File: src/rtl/runtime_ctr_ctrl_pkg.sv
// Shared types for the runtime counter controller: host commands and FSM states.
package runtime_ctr_ctrl_pkg;

  localparam int unsigned WORD_WIDTH = 32;

  typedef logic [WORD_WIDTH-1:0] word_type;

  typedef enum logic [1:0] {
    RTC_NOP   = 2'd0,
    RTC_ARM   = 2'd1,
    RTC_ABORT = 2'd2,
    RTC_CLEAR = 2'd3
  } rtc_cmd_t;

  typedef enum logic [1:0] {
    RTC_IDLE  = 2'd0,
    RTC_ARMED = 2'd1,
    RTC_RUN   = 2'd2
  } rtc_state_t;

endpackage

File: src/rtl/runtime_ctr_ctrl_if.sv
// Host-side command and result-readout channels of the runtime counter controller.
interface runtime_ctr_ctrl_if
  import runtime_ctr_ctrl_pkg::*;
#(
  parameter int unsigned CTR_WIDTH       = 32,
  parameter int unsigned INSTR_CTR_WIDTH = 16
);

  logic                       cmd_valid;
  logic                       cmd_ready;
  rtc_cmd_t                   cmd_op;
  logic                       res_valid;
  logic                       res_ready;
  logic [CTR_WIDTH-1:0]       res_cycles;
  logic [INSTR_CTR_WIDTH-1:0] res_instrs;
  logic                       res_sat;

  modport master (
    output cmd_valid, cmd_op, res_ready,
    input  cmd_ready, res_valid, res_cycles, res_instrs, res_sat
  );

  modport slave (
    input  cmd_valid, cmd_op, res_ready,
    output cmd_ready, res_valid, res_cycles, res_instrs, res_sat
  );

endinterface

File: src/rtl/runtime_ctr_ctrl_sat_counter.sv
// Saturating up-counter with a sticky flag set when an increment is lost at all-ones.
// Exposes the next-cycle count so a same-cycle capture sees the final value.
module rtc_sat_counter #(
  parameter int unsigned WIDTH = 32
) (
  input  logic             clk,
  input  logic             rst,
  input  logic             clr,
  input  logic             load1,
  input  logic             inc,
  output logic [WIDTH-1:0] cnt_nxt_c,
  output logic             sat_nxt_c
);

  logic [WIDTH-1:0] cnt_q, cnt_d;
  logic             sat_q, sat_d;

  always_comb begin
    cnt_d = cnt_q;
    sat_d = sat_q;
    if (clr) begin
      cnt_d = '0;
      sat_d = 1'b0;
    end else if (load1) begin
      cnt_d = WIDTH'(1);
      sat_d = 1'b0;
    end else if (inc) begin
      if (&cnt_q) sat_d = 1'b1;
      else        cnt_d = cnt_q + WIDTH'(1);
    end
  end

  always_ff @(posedge clk or negedge rst) begin
    if (!rst) begin
      cnt_q <= '0;
      sat_q <= 1'b0;
    end else begin
      cnt_q <= cnt_d;
      sat_q <= sat_d;
    end
  end

  assign cnt_nxt_c = cnt_d;
  assign sat_nxt_c = sat_d;

endmodule

File: src/rtl/runtime_ctr_ctrl.sv
// Measures cycles/instructions of a TPU batch from first instr_en to host synch,
// and publishes the result through a valid/ready slot with sticky max and overrun.
module runtime_ctr_ctrl
  import runtime_ctr_ctrl_pkg::*;
#(
  parameter int unsigned CTR_WIDTH       = 32,
  parameter int unsigned INSTR_CTR_WIDTH = 16,
  parameter bit          AUTO_REARM      = 1'b0
) (
  input  logic                 clk,
  input  logic                 rst,
  runtime_ctr_ctrl_if.slave    bus,
  input  logic                 instr_en,
  input  logic                 synch,
  output logic                 busy,
  output logic [CTR_WIDTH-1:0] max_cycles,
  output logic                 overrun
);

  rtc_state_t                 state_q, state_d;
  logic                       cmd_ready_q;
  logic                       busy_q, busy_d;
  logic                       res_valid_q, res_valid_d;
  logic [CTR_WIDTH-1:0]       res_cycles_q, res_cycles_d;
  logic [INSTR_CTR_WIDTH-1:0] res_instrs_q, res_instrs_d;
  logic                       res_sat_q, res_sat_d;
  logic [CTR_WIDTH-1:0]       max_q, max_d;
  logic                       overrun_q, overrun_d;

  logic                       cmd_fire, cnt_clr, cnt_load1, cyc_inc, ins_inc;
  logic                       run_done, clear_stats, slot_free, capture;
  logic [CTR_WIDTH-1:0]       cyc_nxt;
  logic [INSTR_CTR_WIDTH-1:0] ins_nxt;
  logic                       cyc_sat_nxt, ins_sat_nxt;

  assign cmd_fire = bus.cmd_valid && cmd_ready_q;

  rtc_sat_counter #(.WIDTH(CTR_WIDTH)) u_cyc_cnt (
    .clk(clk), .rst(rst), .clr(cnt_clr), .load1(cnt_load1), .inc(cyc_inc),
    .cnt_nxt_c(cyc_nxt), .sat_nxt_c(cyc_sat_nxt)
  );

  rtc_sat_counter #(.WIDTH(INSTR_CTR_WIDTH)) u_ins_cnt (
    .clk(clk), .rst(rst), .clr(cnt_clr), .load1(cnt_load1), .inc(ins_inc),
    .cnt_nxt_c(ins_nxt), .sat_nxt_c(ins_sat_nxt)
  );

  // Run sequencing; host commands override whatever the run would do this cycle.
  always_comb begin
    state_d     = state_q;
    cnt_clr     = 1'b0;
    cnt_load1   = 1'b0;
    cyc_inc     = 1'b0;
    ins_inc     = 1'b0;
    run_done    = 1'b0;
    clear_stats = 1'b0;
    case (state_q)
      RTC_ARMED: begin
        if (instr_en) begin
          cnt_load1 = 1'b1;
          state_d   = RTC_RUN;
        end
      end
      RTC_RUN: begin
        cyc_inc = 1'b1;
        ins_inc = instr_en;
        if (synch) begin
          run_done = 1'b1;
          state_d  = AUTO_REARM ? RTC_ARMED : RTC_IDLE;
        end
      end
      default: ;
    endcase
    if (cmd_fire) begin
      case (bus.cmd_op)
        RTC_ARM: begin
          cnt_clr  = 1'b1;
          run_done = 1'b0;
          state_d  = RTC_ARMED;
        end
        RTC_ABORT: begin
          cnt_clr  = 1'b1;
          run_done = 1'b0;
          state_d  = RTC_IDLE;
        end
        RTC_CLEAR: clear_stats = 1'b1;
        default: ;
      endcase
    end
  end

  // Result slot: a completed run lands only if the slot is empty or being drained now.
  always_comb begin
    slot_free    = !res_valid_q || bus.res_ready;
    capture      = run_done && slot_free;
    res_valid_d  = res_valid_q && !bus.res_ready;
    res_cycles_d = res_cycles_q;
    res_instrs_d = res_instrs_q;
    res_sat_d    = res_sat_q;
    max_d        = clear_stats ? '0 : max_q;
    overrun_d    = (clear_stats ? 1'b0 : overrun_q) | (run_done && !slot_free);
    if (capture) begin
      res_valid_d  = 1'b1;
      res_cycles_d = cyc_nxt;
      res_instrs_d = ins_nxt;
      res_sat_d    = cyc_sat_nxt || ins_sat_nxt;
      if (cyc_nxt > max_d) max_d = cyc_nxt;
    end
    busy_d = (state_d != RTC_IDLE);
  end

  always_ff @(posedge clk or negedge rst) begin
    if (!rst) begin
      state_q      <= RTC_IDLE;
      cmd_ready_q  <= 1'b0;
      busy_q       <= 1'b0;
      res_valid_q  <= 1'b0;
      res_cycles_q <= '0;
      res_instrs_q <= '0;
      res_sat_q    <= 1'b0;
      max_q        <= '0;
      overrun_q    <= 1'b0;
    end else begin
      state_q      <= state_d;
      cmd_ready_q  <= 1'b1;
      busy_q       <= busy_d;
      res_valid_q  <= res_valid_d;
      res_cycles_q <= res_cycles_d;
      res_instrs_q <= res_instrs_d;
      res_sat_q    <= res_sat_d;
      max_q        <= max_d;
      overrun_q    <= overrun_d;
    end
  end

  assign bus.cmd_ready  = cmd_ready_q;
  assign bus.res_valid  = res_valid_q;
  assign bus.res_cycles = res_cycles_q;
  assign bus.res_instrs = res_instrs_q;
  assign bus.res_sat    = res_sat_q;
  assign busy           = busy_q;
  assign max_cycles     = max_q;
  assign overrun        = overrun_q;

endmodule

File: src/flat_wrapper.sv
// flat-port wrapper written by rule: the top's interface ports become plain ports
module runtime_ctr_ctrl_flat import runtime_ctr_ctrl_pkg::*;
#(
  parameter int unsigned CTR_WIDTH       = 32,
  parameter int unsigned INSTR_CTR_WIDTH = 16,
  parameter bit          AUTO_REARM      = 1'b0
)
  (clk, rst, instr_en, synch, busy, max_cycles, overrun, bus_cmd_valid, bus_cmd_op, bus_res_ready, bus_cmd_ready, bus_res_valid, bus_res_cycles, bus_res_instrs, bus_res_sat);
  runtime_ctr_ctrl_if #(.CTR_WIDTH(CTR_WIDTH), .INSTR_CTR_WIDTH(INSTR_CTR_WIDTH)) bus_i ();
  input  logic clk;
  input  logic rst;
  input  logic instr_en;
  input  logic synch;
  output logic busy;
  output logic [CTR_WIDTH-1:0] max_cycles;
  output logic overrun;
  input wire logic [$bits(bus_i.cmd_valid)-1:0] bus_cmd_valid;
  input wire logic [$bits(bus_i.cmd_op)-1:0] bus_cmd_op;
  input wire logic [$bits(bus_i.res_ready)-1:0] bus_res_ready;
  output wire logic [$bits(bus_i.cmd_ready)-1:0] bus_cmd_ready;
  output wire logic [$bits(bus_i.res_valid)-1:0] bus_res_valid;
  output wire logic [$bits(bus_i.res_cycles)-1:0] bus_res_cycles;
  output wire logic [$bits(bus_i.res_instrs)-1:0] bus_res_instrs;
  output wire logic [$bits(bus_i.res_sat)-1:0] bus_res_sat;
  assign bus_i.cmd_valid = bus_cmd_valid;
  assign bus_i.cmd_op = bus_cmd_op;
  assign bus_i.res_ready = bus_res_ready;
  assign bus_cmd_ready = bus_i.cmd_ready;
  assign bus_res_valid = bus_i.res_valid;
  assign bus_res_cycles = bus_i.res_cycles;
  assign bus_res_instrs = bus_i.res_instrs;
  assign bus_res_sat = bus_i.res_sat;
  runtime_ctr_ctrl #(.CTR_WIDTH(CTR_WIDTH), .INSTR_CTR_WIDTH(INSTR_CTR_WIDTH), .AUTO_REARM(AUTO_REARM)) u_core (.clk(clk), .rst(rst), .bus(bus_i), .instr_en(instr_en), .synch(synch), .busy(busy), .max_cycles(max_cycles), .overrun(overrun));
endmodule
File: config.mk
export PLATFORM = sky130hd
export DESIGN_NAME = runtime_ctr_ctrl_flat
export DESIGN_NICKNAME = d
export VERILOG_FILES = /design/src/rtl/runtime_ctr_ctrl_pkg.sv /design/src/rtl/runtime_ctr_ctrl_if.sv /design/src/rtl/runtime_ctr_ctrl_sat_counter.sv /design/src/rtl/runtime_ctr_ctrl.sv /design/src/flat_wrapper.sv
export SDC_FILE = /design/constraint.sdc
export NUM_CORES = 1
export LEC_CHECK = 0
export BUFFER_PORTS_ARGS = -buffer_cell sky130_fd_sc_hd__buf_4
export CAP_MARGIN = 5
export CORE_MARGIN = 4
export CORE_UTILIZATION = 60
export CTS_CLUSTER_DIAMETER = 150
export DETAILED_ROUTE_END_ITERATION = 7
export GPL_TIMING_DRIVEN = 0
export PLACE_DENSITY = 0.82
export SLEW_MARGIN = 30
export SYNTH_ARGS = -nofsm -noshare
export SYNTH_HDL_FRONTEND = slang
export SYNTH_SLANG_ARGS = --single-unit
File: constraint.sdc
create_clock -name clk -period 7 [get_ports clk]
set_input_delay 0.7 -clock clk [delete_from_list [all_inputs] [get_ports clk]]
set_output_delay 0.7 -clock clk [all_outputs]
set_load 0.005 [all_outputs]
== After elaboration in Yosys (flattened, before gate mapping) ==
Cells that the tools add are included.
Cells by class
  $add $sub $neg: 2
  $lt $le $gt $ge: 1
  eq/ne operators: 5
  muxes and demuxes: 38
  bitwise gates (word level): 1
  reduce and logical (&&, ||, !) cells: 13
Operators by type and width (number)
  32-bit two-way mux: 7
  16-bit two-way mux: 4
  32-bit by 1-bit adder with 32-bit output, second input constant: 1
  32-bit greater-than comparator: 1
  32-bit AND reduction: 1
  1-bit two-way mux: 22
  16-bit by 1-bit adder with 16-bit output, second input constant: 1
  16-bit AND reduction: 1
  2-bit one-hot mux with 2 select lines: 2
  2-bit == test, second input constant: 3
  2-bit two-way mux: 3
  2-bit by 1-bit == test with 1-bit output, second input constant: 2
  1-bit logical AND: 4
  1-bit logical NOT: 3
  1-bit logical OR: 2
  2-bit nonzero test: 1
  2-bit OR reduction: 1
  1-bit OR: 1
Storage, ports and cells
  flip-flop bits (word level): 137
  bits of input ports: 8
  output and inout bits: 85
  word-level logic and storage cells: 73

== Depth between registers and ports, before layout ==
Gate-level depths: netlist of run 1.
  depth in word-level cells: 8
  mapped depth: 17
  depth with buffers taken out: 15

== By module ==
Synthesis of run 1 repeated with hierarchy kept, for this count alone.
Second synthesis, totals
  cells, all modules: 664
  area, all modules: 7200.7 um2
By module, submodules not included
  runtime_ctr_ctrl: instances 1, cells each 356, area an instance 4321.6 um2
  rtc_sat_counter at u_core.u_cyc_cnt: instances 1, cells each 200, area an instance 1876.8 um2
  rtc_sat_counter at u_core.u_ins_cnt: instances 1, cells each 108, area an instance 1002.2 um2

== Worst setup path after synthesis of run 1 ==
No wires, ideal clock.
  path type: register to register
  start point: register u_core.state_q[0]
  end point: register u_core.max_q[26], in the netlist u_core.max_cycles[26]
  arrival time: 3940 ps
  required time: 6875 ps
  path slack: 2936 ps
  cell stages (with the launch flop): 15
  path buffers: 2
  clock period less this slack: 4064 ps
  cells stage by stage: dfrtp_1 > inv_1 > ha_1 > buf_2 > nand4_1 > or3_1 > or3_1 > a211oi_1 > ha_1 > nand4_1 > or4_1 > o21a_1 > a2bb2oi_2 > buf_2 > mux2_2
On the way
  longest elaborated chain between the ends: 8
  elaborated cells on any way between the ends: 14
  those cells by class: 1 x order compare; 2 x eq/ne; 10 x mux; 1 x reduce/logical
RTL lines
  start, declared: line runtime_ctr_ctrl.sv:20  | rtc_state_t state_q, state_d;
  start signal, assigned: line runtime_ctr_ctrl.sv:124  | state_q <= state_d;
  2-bit == test: line runtime_ctr_ctrl.sv:57  | case (state_q)
  1-bit two-way mux: line runtime_ctr_ctrl.sv:57
  32-bit two-way mux: line runtime_ctr_ctrl_sat_counter.sv:27  | end else if (inc) begin
  32-bit two-way mux (*): line runtime_ctr_ctrl_sat_counter.sv:24  | end else if (load1) begin
  32-bit two-way mux (*): line runtime_ctr_ctrl_sat_counter.sv:21  | if (clr) begin
  net u_core.cyc_nxt[15]: line runtime_ctr_ctrl.sv:32  | logic [CTR_WIDTH-1:0] cyc_nxt;
  32-bit greater-than comparator (*): line runtime_ctr_ctrl.sv:107  | if (cyc_nxt > max_d) max_d = cyc_nxt;
  32-bit two-way mux (*): line runtime_ctr_ctrl.sv:107
  32-bit two-way mux (*): line runtime_ctr_ctrl.sv:102  | if (capture) begin
  net u_core.max_d[26]: line runtime_ctr_ctrl.sv:27  | logic [CTR_WIDTH-1:0] max_q, max_d;
  end signal, assigned: line runtime_ctr_ctrl.sv:131  | max_q <= max_d;
  end, declared: line runtime_ctr_ctrl.sv:27
Mark *: on every way through the listed nets, which the timed path passes. The rest lies on a longest branch.
A chain may end at the register's enable or synchronous reset.

== Worst setup path in the final report of run 1 ==
  start point: register u_core.state_q[0]
  end point: register u_core.max_q[29], in the netlist u_core.max_cycles[29]
The elaborated chain is that of the path after synthesis.

==> flow_metrics.py, run 1 <==
metrics = {
    "clocking": {
        "cts-root-buf": "clkbuf_16",
        "insertion_delay_ns": 0.43,
        "holdBufCountCts": 0,
        "postCtsSetupBuffers": 0,
        "numCtsBuffers": 17,
        "post_cts_resize_count": 0,
        "cts.sinks": 137,
        "clk_pin_slew_worst_paths_ns": 0.05,
        "cts_buffer_depth": 2,
        "h-tree-depth": 4,
        "cts_tree": "done",
    },
    "global_routing": {
        "grt_pass1_vias": 6003,
        "grt_pass1_wl_mm": 30.9,
        "grtUsageTotal_pct": 30.0,
        "grt_overflow": 0,
        "grt_max_degree": 76,
        "grt_antenna_before_repair": 0,
    },
    "synth": {
        "synthDistinctLibCells": 52,
        "syn-instance-count": 692,
        "ys_top_cells_by_area": "dfrtp_1 49%, ha_1 6.8%, mux2_2 6.0%, nand2_1 5.4%, xnor2_1 3.4%",
        "ys_ff_latch": 137,
        "ys_seq_area_share_pct": 49.1,
        "synth-main-ff-cell": "dfrtp_1",
        "synth_top_cell_area_share_pct": 49.1,
        "synth_edf_count": 0,
        "syn_nets": 738,
        "synthesis.area_um2": 6990,
        "synth-async-reset-ratio_pct": 100,
        "ys_warn_count": 0,
        "synth_top_area_cell": "dfrtp_1",
        "syn_area_per_cell_um2": 10.1,
    },
    "power": {
        "p_clk_share_pct": 46.7,
        "internal_power_mw": 1.63,
        "seqPwrFrac_pct": 40.2,
        "swShare_pct": 24.2,
        "vdd.ir_drop.worst_v": 0.000279,
        "power.density_nw_per_um2": 251,
        "switchingPower_mw": 0.520,
        "comb_power_share_pct": 13.1,
        "total_power_mw": 2.15,
        "cellLeakagePower_nw": 4.35,
    },
    "critical_path": {
        "slowest_delay_ns": 0.68,
        "cp_cell_sequence": "inv_1, ha_1, buf_2, nand4_1, nor4_1, nand4b_1, or3_1, a21oi_1, ha_1, nand4_1, nor4_1, nand2_1, o21a_1, a2bb2oi_2, buf_2, mux2_2",
        "timing.rr.start": "u_core.state_q[0]",
        "crit_path_top_delay_cell": "nor4_1",
        "reg2regPathDepth": 16,
        "worst_setup_path_end_kind": "flip-flop",
        "required_ns": 7.30,
        "ff2ff_setup_slack_ns": 1.79,
        "crit_arrival_ns": 5.51,
        "cp-start-kind": "flip-flop",
        "crit_path_max_fanout": 10,
        "worst-setup-path-type": "reg -> reg",
        "r2r-end": "u_core.max_cycles[29]",
    },
    "layout": {
        "fin_area_um2": 8560,
        "drive_above_1_share_pct": 21.8,
        "post-route-util_pct": 74.9,
        "nNetsFinal": 849,
        "syn_to_final_growth_pct": 22.4,
        "fill_cells": 798,
        "num_antenna_cells": 0,
    },
    "die": {
        "die_x_um": 116,
        "coreArea_um2": 11400,
        "start_util_pct": 61.2,
        "die_area_um2": 13400,
        "num_rows": 39,
        "die_h_um": 116,
        "ios": 93,
    },
    "placed_design": {
        "gp_congestion": 0.895,
        "dpl_cell_area_um2": 7890,
        "place_hpwl_mm": 13.5,
        "io_buffer_count": 91,
    },
    "timing": {
        "setup_violations": 0,
        "hold_viol": 0,
        "skew_ns": 0.00817,
        "drv_slew": 0,
        "min_period_ns": 5.21,
        "slew_headroom_pct": 48.1,
        "rsz0062_at_grt": "no",
        "tightest_slew_ns": 0.778,
        "fmax_mhz": 192,
        "timing.final.crit_share_pct": 74.4,
        "final.setup.tns_ns": 0,
    },
    "drt": {
        "drc": 0,
        "drt-initial-drc-count": 536,
        "finalWirelength_mm": 18.9,
        "ant_nets": 0,
        "via_per_inst": 6.16,
        "drt-wirelength-per-cell_um": 19.7,
        "vias": 5904,
        "drtPass1Iterations": 7,
    },
    "flow_run": {
        "max_cap_violations": 0,
    },
    "hold_path": {
        "min-delay-path-class": "in -> async",
    },
    "status": {
        "outcome": "complete, no violations",
    },
}
## power by group through the flow
stage / registers [mW] / logic [mW] / clock network, mW
finish: 0.866 / 0.281 / 1.00
CTS: 0.865 / 0.281 / 1.01
floorplan: 0.873 / 0.152 / 0
global placement: 0.875 / 0.266 / 0
global route: 0.870 / 0.315 / 1.05
detailed placement: 0.878 / 0.278 / 0
## Yosys cell counts (2+ instances only)
master and number:
a2111oi_2 2, a211oi_1 3, a21o_1 5, a21oi_1 22, a311oi_1 7, a31oi_1 8, and2_1 2, and3_1 8
and4_1 4, buf_1 2, buf_2 7, clkbuf_1 19, dfrtp_1 137, ha_1 38, inv_1 46, mux2_1 3
mux2_2 37, mux2i_1 10, nand2_1 100, nand2b_1 4, nand3_1 18, nand4_1 21, nor2_1 43, nor2b_1 5
nor3_1 9, nor4_1 7, o211ai_1 6, o21a_1 3, o21ai_0 27, o31ai_1 23, or2_2 3, or3_1 7
or4_1 9, xnor2_1 27, xor2_1 3
## final cells by class
cell class,instances,area (µm²),area share [%]
plain buffers,28,114,1.33
flip-flops and latches,137,3430,40.1
inverters,46,173,2.02
repair buffers,92,718,8.39
well taps,143,179,2.09
multi-input cells,481,3280,38.3
clock buffers,25,505,5.91
clock inverters,7,160,1.87
## per-stage QoR
step	hold slack, ns	worst slack (ns)	instances
after floorplan	0.404	2.94	692
after global placement	0.463	1.99	926
after detailed placement	0.471	1.90	927
after CTS	0.213	1.88	959
after global routing	0.230	1.47	959
final	0.198	1.79	959
## registers in the layout, indices dropped and copies added, names as in the netlist
name                    cells
u_core.bus.res_instrs      16
u_core.bus.res_sat          1
u_core.overrun              1
u_core.max_cycles          32
u_core.u_cyc_cnt.cnt_q     32
u_core.bus.res_valid        1
u_core.busy                 1
u_core.bus.res_cycles      32
u_core.state_q              2
u_core.u_cyc_cnt.sat_q      1
u_core.bus.cmd_ready        1
u_core.u_ins_cnt.cnt_q     16
u_core.u_ins_cnt.sat_q      1
## routing by layer
layer / track usage (%) / up-vias / wire [µm]
met5: 0 / - / 0
met4: 11.3 / 0 / 492
met3: 7.68 / 53 / 1260
met2: 50.1 / 263 / 9480
met1: 37.9 / 2905 / 7690
li1: - / 2683 / -
## worst max path at each step
| stage | end | cells after the start | slack [ns] | start |
|---|---|---|---|---|
| 4_1_cts | u_core.max_cycles[29] | 14 | 1.88 | u_core.state_q[0] |
| 6_report | u_core.max_cycles[29] | 16 | 1.79 | u_core.state_q[0] |
| 2_1_floorplan | u_core.max_cycles[26] | 14 | 2.94 | u_core.state_q[0] |
| 5_1_grt | u_core.max_cycles[26] | 16 | 1.47 | u_core.state_q[0] |
| 3_5_place_dp | u_core.max_cycles[26] | 14 | 1.90 | bus_cmd_op[0] |
| 3_3_place_gp | u_core.max_cycles[26] | 14 | 1.99 | u_core.state_q[0] |
## cells in the final DEF, fill, tap and decap left out, types with 4 or more instances in the layout
cell type and n:
inv_1 46, xnor2_1 27, nor2b_1 5, bufinv_16 5, dfrtp_1 137, a311oi_1 7, or4_1 9, o211ai_1 6
clkbuf_16 17, nand4_1 21, clkbuf_8 5, o31ai_1 23, nand2_1 100, mux2i_1 10, a21oi_1 21, nand2b_1 4
o21ai_0 27, nor2_1 43, and4_1 4, buf_4 90, a31oi_1 8, nand3_1 18, nor3_1 9, buf_2 7
and3_1 8, mux2_2 37, a21o_1 5, or3_1 7, ha_1 38, clkbuf_1 22, nor4_1 7
## critical path: cells and delay by family (launching register included)
family	cells	cell delay, ns
AO/OA/AOI/OAI	3	0.94
adder cells (fa/ha/maj)	2	0.37
buffers and inverters	3	0.61
flip-flops	1	0.40
multiplexers	1	0.38
AND/OR/NAND/NOR	7	2.38
## cell families (layout without fill, tap and decap cells)
logic type | Yosys count | after routing | synth area share (%)
simple gates | 247 | 247 | 17.3
other cells | 1 | 1 | 0.0537
mux | 50 | 50 | 7.88
buf+inv | 74 | 198 | 4.10
flops | 137 | 137 | 49.1
compound gates | 115 | 115 | 11.1
xor+xnor | 30 | 30 | 3.76
fa+ha+maj | 38 | 38 | 6.80
Note: power is estimated with default switching activity, not from simulation.
==> run 2, diff against run 1 <==
ABC_AREA = 1   (was not set)
CORE_UTILIZATION = 53   (was 60)
PLACE_DENSITY = 0.76   (was 0.82)
clock period = 4.65 ns   (was 7 ns; I/O delays follow)
==> run 2 against run 1 <==
Net effect:
- combinational power rose to 4.9 times the previous value
- critical path type unchanged
- hold slack better by 0.12 ns
- largest cell class is now multi-input combinational cells
- largest power group is now registers
- cell count up 43%
==> flow_metrics.py, run 2 <==
metrics = {
    "critical_path": {
        "worst_setup_path_end_kind": "flip-flop",
        "crit_path_max_fanout": 10,
        "r2r-end": "u_core.max_cycles[23]",
        "reg2regPathDepth": 19,
        "crit_start": "u_core.state_q[0]",
        "timing.rr.start": "u_core.state_q[0]",
        "crit_arrival_ns": 4.44,
        "required_ns": 5.01,
        "worst-setup-path-type": "reg -> reg",
        "cp-start-kind": "flip-flop",
        "ff2ff_setup_slack_ns": 0.57,
    },
    "placed_design": {
        "io_buffer_count": 92,
        "place_hpwl_mm": 15.5,
        "gp_congestion": 0.956,
        "dpl_cell_area_um2": 8750,
    },
    "clocking": {
        "numCtsBuffers": 17,
        "postCtsSetupBuffers": 0,
        "cts_tree": "done",
        "cts.sinks": 137,
        "holdBufCountCts": 1,
        "cts-root-buf": "clkbuf_16",
        "cts_buffer_depth": 2,
        "clk_pin_slew_worst_paths_ns": 0.06,
        "insertion_delay_ns": 0.42,
        "h-tree-depth": 4,
        "post_cts_resize_count": 0,
    },
    "synth": {
        "syn_nets": 1107,
        "ys_seq_area_share_pct": 44.0,
        "ys_top_cells_by_area": "dfrtp_1 44%, nand2_1 21%, ha_1 6.1%, inv_1 4.8%, nand3_1 4.4%",
        "synthTopCellsByCount": "441 x nand2_1, 137 x dfrtp_1, 99 x inv_1",
        "synthesis.area_um2": 7800,
        "synth_top_cell_area_share_pct": 44.0,
        "synth-async-reset-ratio_pct": 100,
        "synth-main-ff-cell": "dfrtp_1",
        "ys_ff_latch": 137,
        "syn-instance-count": 1061,
        "syn_area_per_cell_um2": 7.35,
        "ys_warn_count": 0,
        "synth_most_common_cell": "nand2_1",
        "synthDistinctLibCells": 37,
        "synth_top_area_cell": "dfrtp_1",
        "synth_edf_count": 0,
    },
    "layout": {
        "drive_above_1_share_pct": 16.3,
        "syn_to_final_growth_pct": 19.7,
        "final_cell_mix": "441 x nand2_1, 137 x dfrtp_1, 99 x inv_1, 91 x buf_4, 84 x nor2_1",
        "num_antenna_cells": 0,
        "nNetsFinal": 1220,
        "fin_area_um2": 9330,
        "post-route-util_pct": 64.4,
        "final_common_cell": "nand2_1",
    },
    "die": {
        "num_rows": 44,
        "die_x_um": 129,
        "coreArea_um2": 14500,
        "die_area_um2": 16700,
        "die_h_um": 129,
        "ios": 93,
        "start_util_pct": 53.9,
    },
    "drt": {
        "drt-wirelength-per-cell_um": 15.2,
        "finalWirelength_mm": 20.9,
        "drc": 0,
        "ant_nets": 0,
        "drtPass1Iterations": 5,
        "vias": 7128,
        "drt-initial-drc-count": 518,
        "via_per_inst": 5.20,
    },
    "status": {
        "outcome": "complete, no violations",
    },
    "timing": {
        "rsz0062_at_grt": "no",
        "fmax_mhz": 245,
        "min_period_ns": 4.08,
        "slew_headroom_pct": 58.6,
        "skew_ns": 0.00926,
        "timing.final.crit_share_pct": 87.8,
        "tightest_slew_ns": 0.621,
        "setup_violations": 0,
        "hold_viol": 0,
        "drv_slew": 0,
        "final.setup.tns_ns": 0,
    },
    "global_routing": {
        "grt_max_degree": 86,
        "grt_antenna_before_repair": 0,
        "grt_pass1_vias": 6931,
        "grt_pass1_wl_mm": 34.4,
        "grt_overflow": 0,
        "grtUsageTotal_pct": 26.3,
    },
    "flow_run": {
        "max_cap_violations": 0,
    },
    "power": {
        "vdd.ir_drop.worst_v": 0.000280,
        "cellLeakagePower_nw": 5.21,
        "power.density_nw_per_um2": 450,
    },
    "hold_path": {
        "hold_path_depth": 4,
        "min_from": "bus_res_ready",
        "hold_end": "u_core.bus.res_valid",
        "min-delay-path-class": "in -> reg",
    },
}
## run 2: layout make-up
cell class / count / area (µm²)
fillers: 1306 / 5150
multi-input cells: 786 / 3810
flip-flops and latches: 137 / 3430
repair buffers: 94 / 736
clock buffers: 17 / 425
inverters: 105 / 394
well taps: 184 / 230
plain buffers: 33 / 169
clock inverters: 15 / 141
## run 2: through the flow
stage               total power, mW  worst slack (ns)  hold WS (ns)  std cells
CTS                            4.22             0.636         0.301       1371
floorplan                      2.41              1.52         0.169       1061
global placement               2.86             0.560         0.466       1337
global route                   4.49             0.222         0.320       1371
detailed placement             2.90             0.560         0.405       1338
finish                         4.20             0.567         0.315       1371
## run 2: critical path, stage by stage (launching register included)
cell      delay [ns]
dfrtp_1         0.40
ha_1            0.22
nand2_1         0.23
inv_2           0.11
nor2_4          0.24
clkinv_1        0.42
buf_2           0.39
nor2_2          0.31
ha_1            0.21
nand2_1         0.05
nor2_1          0.18
nand2_1         0.12
nor2_1          0.10
nand2_1         0.06
nand2_1         0.07
nor2_1          0.05
a21oi_1         0.37
buf_2           0.32
nand2_1         0.08
nand2_1         0.07
## run 2: how the worst max path moves through the flow
stage                       endpoint  depth (start not counted)
6_report       u_core.max_cycles[23]                         19
5_1_grt        u_core.max_cycles[11]                         20
4_1_cts        u_core.max_cycles[27]                         19
3_5_place_dp    u_core.max_cycles[9]                         19
3_3_place_gp    u_core.max_cycles[9]                         19
2_1_floorplan  u_core.max_cycles[27]                         19
## run 2: logic make-up after synthesis
logic type | after synthesis | share of synthesized area (%)
and+or+nand+nor | 669 | 36.5
buffers and inverters | 138 | 7.22
DFF | 137 | 44.0
AOI/OAI and AO/OA | 60 | 4.16
adders and majority gates | 38 | 6.10
xor gates and xnor gates | 18 | 2.02
other | 1 | 0.0481
## run 2: routing by layer
layer  global-route usage [%]  routed length [µm]  up-vias  part of all wire, %
li1                         -                   -     3559                    -
met1                     36.3                9640     3308                   46
met2                     41.0                9410      220                   45
met3                     5.98                1370       41                  6.6
met4                     9.70                 479        0                  2.3
met5                        0                   0        -                    0
## run 2: where the power goes
| group | switching [mW] | internal [mW] |
|---|---|---|
| sequential | 0.161 | 1.38 |
| combinational | 0.844 | 0.524 |
| clock | 0.551 | 0.745 |
==> run 3, diff against run 2 <==
CORE_UTILIZATION = 59   (was 53)
PLACE_DENSITY = 0.8   (was 0.76)
clock period = 3.9 ns   (was 4.65 ns; I/O delays follow)
==> run 3 against run 2 <==
Net effect:
- combinational power increased by 20%
- critical path depth increased by 3
- cell count decreased by 0.88%
- via count increased by 0.80%
- largest cell class unchanged
- sequential share of layout area decreased by 0.15 points
- sequential power increased by 19%
- cell area increased by 0.40%
- critical path type unchanged
- clock power increased by 23%
- fmax increased by 15%
- highest routed layer unchanged
==> flow_metrics.py, run 3 (same netlist as run 2, synthesis figures left out) <==
metrics = {
    "hold_path": {
        "min_from": "bus_res_ready",
        "min-delay-path-class": "in -> reg",
    },
    "critical_path": {
        "cp_cell_sequence": "ha_1, nand2_2, nor2_8, nand3b_1, nor2_1, nand3b_1, nor2_1, nor2_1, nor2_1, ha_1, nand2_1, nor2_1, nand2_1, nor2_1, nand2_1, nand2_1, nor2_1, nand2_1, nand2_1, buf_2, nand2_1, nand2_1",
        "slowest_delay_ns": 0.42,
        "crit_start": "u_core.u_cyc_cnt.cnt_q[0]",
        "crit_arrival_ns": 3.90,
        "cp-start-kind": "flip-flop",
        "worst-setup-path-type": "reg -> reg",
        "crit_top_cell": "nand2_1",
        "worst_setup_path_end_kind": "flip-flop",
        "crit_path_max_fanout": 10,
        "required_ns": 4.26,
        "crit_path_top_delay_cell": "dfrtp_1",
        "timing.rr.start": "u_core.u_cyc_cnt.cnt_q[0]",
    },
    "clocking": {
        "cts_buffer_depth": 2,
        "insertion_delay_ns": 0.43,
        "clk_pin_slew_worst_paths_ns": 0.06,
        "cts-root-buf": "clkbuf_16",
        "cts_tree": "done",
        "postCtsSetupBuffers": 0,
        "numCtsBuffers": 17,
        "h-tree-depth": 4,
        "cts.sinks": 137,
    },
    "layout": {
        "num_antenna_cells": 0,
        "drive_above_1_share_pct": 16.7,
        "ff_latch_area_um2": 3430,
        "final_common_cell": "nand2_1",
        "syn_to_final_growth_pct": 20.1,
        "final_cell_mix": "441 x nand2_1, 137 x dfrtp_1, 99 x inv_1, 91 x buf_4, 82 x nor2_1",
        "multi_input_area_um2": 3830,
        "fill_cells": 987,
        "post-route-util_pct": 73.3,
        "nNetsFinal": 1220,
        "fin_area_um2": 9370,
    },
    "die": {
        "ios": 93,
        "start_util_pct": 61.1,
        "die_h_um": 123,
        "num_rows": 41,
        "die_area_um2": 15100,
        "die_x_um": 123,
        "coreArea_um2": 12800,
    },
    "drt": {
        "topRoutingLayerUsed": "met4",
        "drtPass1Iterations": 5,
        "via_per_inst": 5.29,
        "drt-initial-drc-count": 637,
        "drt-wirelength-per-cell_um": 15.4,
        "met3_length_mm": 1.51,
        "vias": 7185,
        "finalWirelength_mm": 21.0,
        "ant_nets": 0,
        "drc": 0,
        "wl_met2_mm": 9.82,
        "wl_met1_mm": 9.18,
    },
    "timing": {
        "timing.final.crit_share_pct": 90.7,
        "tightest_slew_ns": 0.647,
        "fmax_mhz": 283,
        "drv_slew": 0,
        "rsz0062_at_grt": "no",
        "skew_ns": 0.00770,
        "slew_headroom_pct": 56.8,
        "hold_viol": 0,
        "min_period_ns": 3.54,
        "setup_violations": 0,
    },
    "power": {
        "cellLeakagePower_nw": 5.23,
        "power.density_nw_per_um2": 542,
        "vdd.ir_drop.worst_v": 0.000442,
    },
    "flow_run": {
        "max_cap_violations": 0,
    },
    "placed_design": {
        "place_hpwl_mm": 15.4,
        "gp_congestion": 1.00,
        "io_buffer_count": 92,
        "dpl_cell_area_um2": 8740,
    },
    "global_routing": {
        "grtUsageTotal_pct": 28.9,
        "grt_antenna_before_repair": 0,
        "grt_overflow": 0,
        "grt_max_degree": 77,
        "grt_pass1_vias": 6824,
        "grt_pass1_wl_mm": 33.8,
    },
    "status": {
        "outcome": "complete, no violations",
    },
}
==> run 3: power by group <==
group          internal (mW)  switching [mW]  total [mW]
registers               1.64           0.191        1.83
logic                  0.630            1.02        1.65
clock network          0.989           0.609        1.60
==> run 3: per-layer routing <==
metal / vias up / GRT usage [%]
li1: 3557 / -
met1: 3315 / 39.7
met2: 266 / 46.1
met3: 47 / 5.67
met4: 0 / 10.2
met5: - / 0
==> run 3: final cells by class <==
cell class,instances,share of cell area (%)
plain buffers,33,1.88
flip-flops and latches,137,36.6
well taps,172,2.30
inverters,105,4.23
clock buffers,21,5.02
repair buffers,94,7.85
clock inverters,11,1.28
multi-input cells,786,40.8
==> run 3: final timing paths <==
check / to / slack (ns) / cells past startpoint
worst max-delay path: u_core.max_cycles[20] / 0.36 / 22
min in group asynchronous: u_core.max_cycles[10] / 0.49 / 2
max in group asynchronous: u_core.max_cycles[20] / 2.69 / 3
worst min register to register: u_core.bus.res_cycles[16] / 0.48 / 2
worst min-delay path: u_core.bus.res_valid / 0.26 / 4
worst max register to register: u_core.max_cycles[20] / 0.36 / 22
==> run 3: through the flow <==
stage                     hold slack, ns  cells  total power [mW]  worst slack, ns  TNS (ns)
after floorplan                   0.0944   1061              2.87            0.843         0
after global placement             0.465   1325              3.40           -0.215     -5.73
after detailed placement           0.358   1326              3.45           -0.240     -6.03
after CTS                          0.256   1359              5.06           0.0641         0
after global routing               0.274   1359              5.38           0.0120         0
final                              0.260   1359              5.08            0.363         0
==> run 3: worst max-delay path, delay by kind of cell, from the launching register on <==
kind / cells / cell delay (ns)
DFF: 1 / 0.42
and+or+nand+nor: 19 / 2.23
adders and majority gates: 2 / 0.53
buffers and inverters: 1 / 0.29
==> run 3: what timing repair did <==
item                                    4_1_cts  5_1_grt
resized for setup                             2       10
hold buffers                                  1        0
endpoints found under the setup margin       30       31
hold endpoints to repair                     61        0
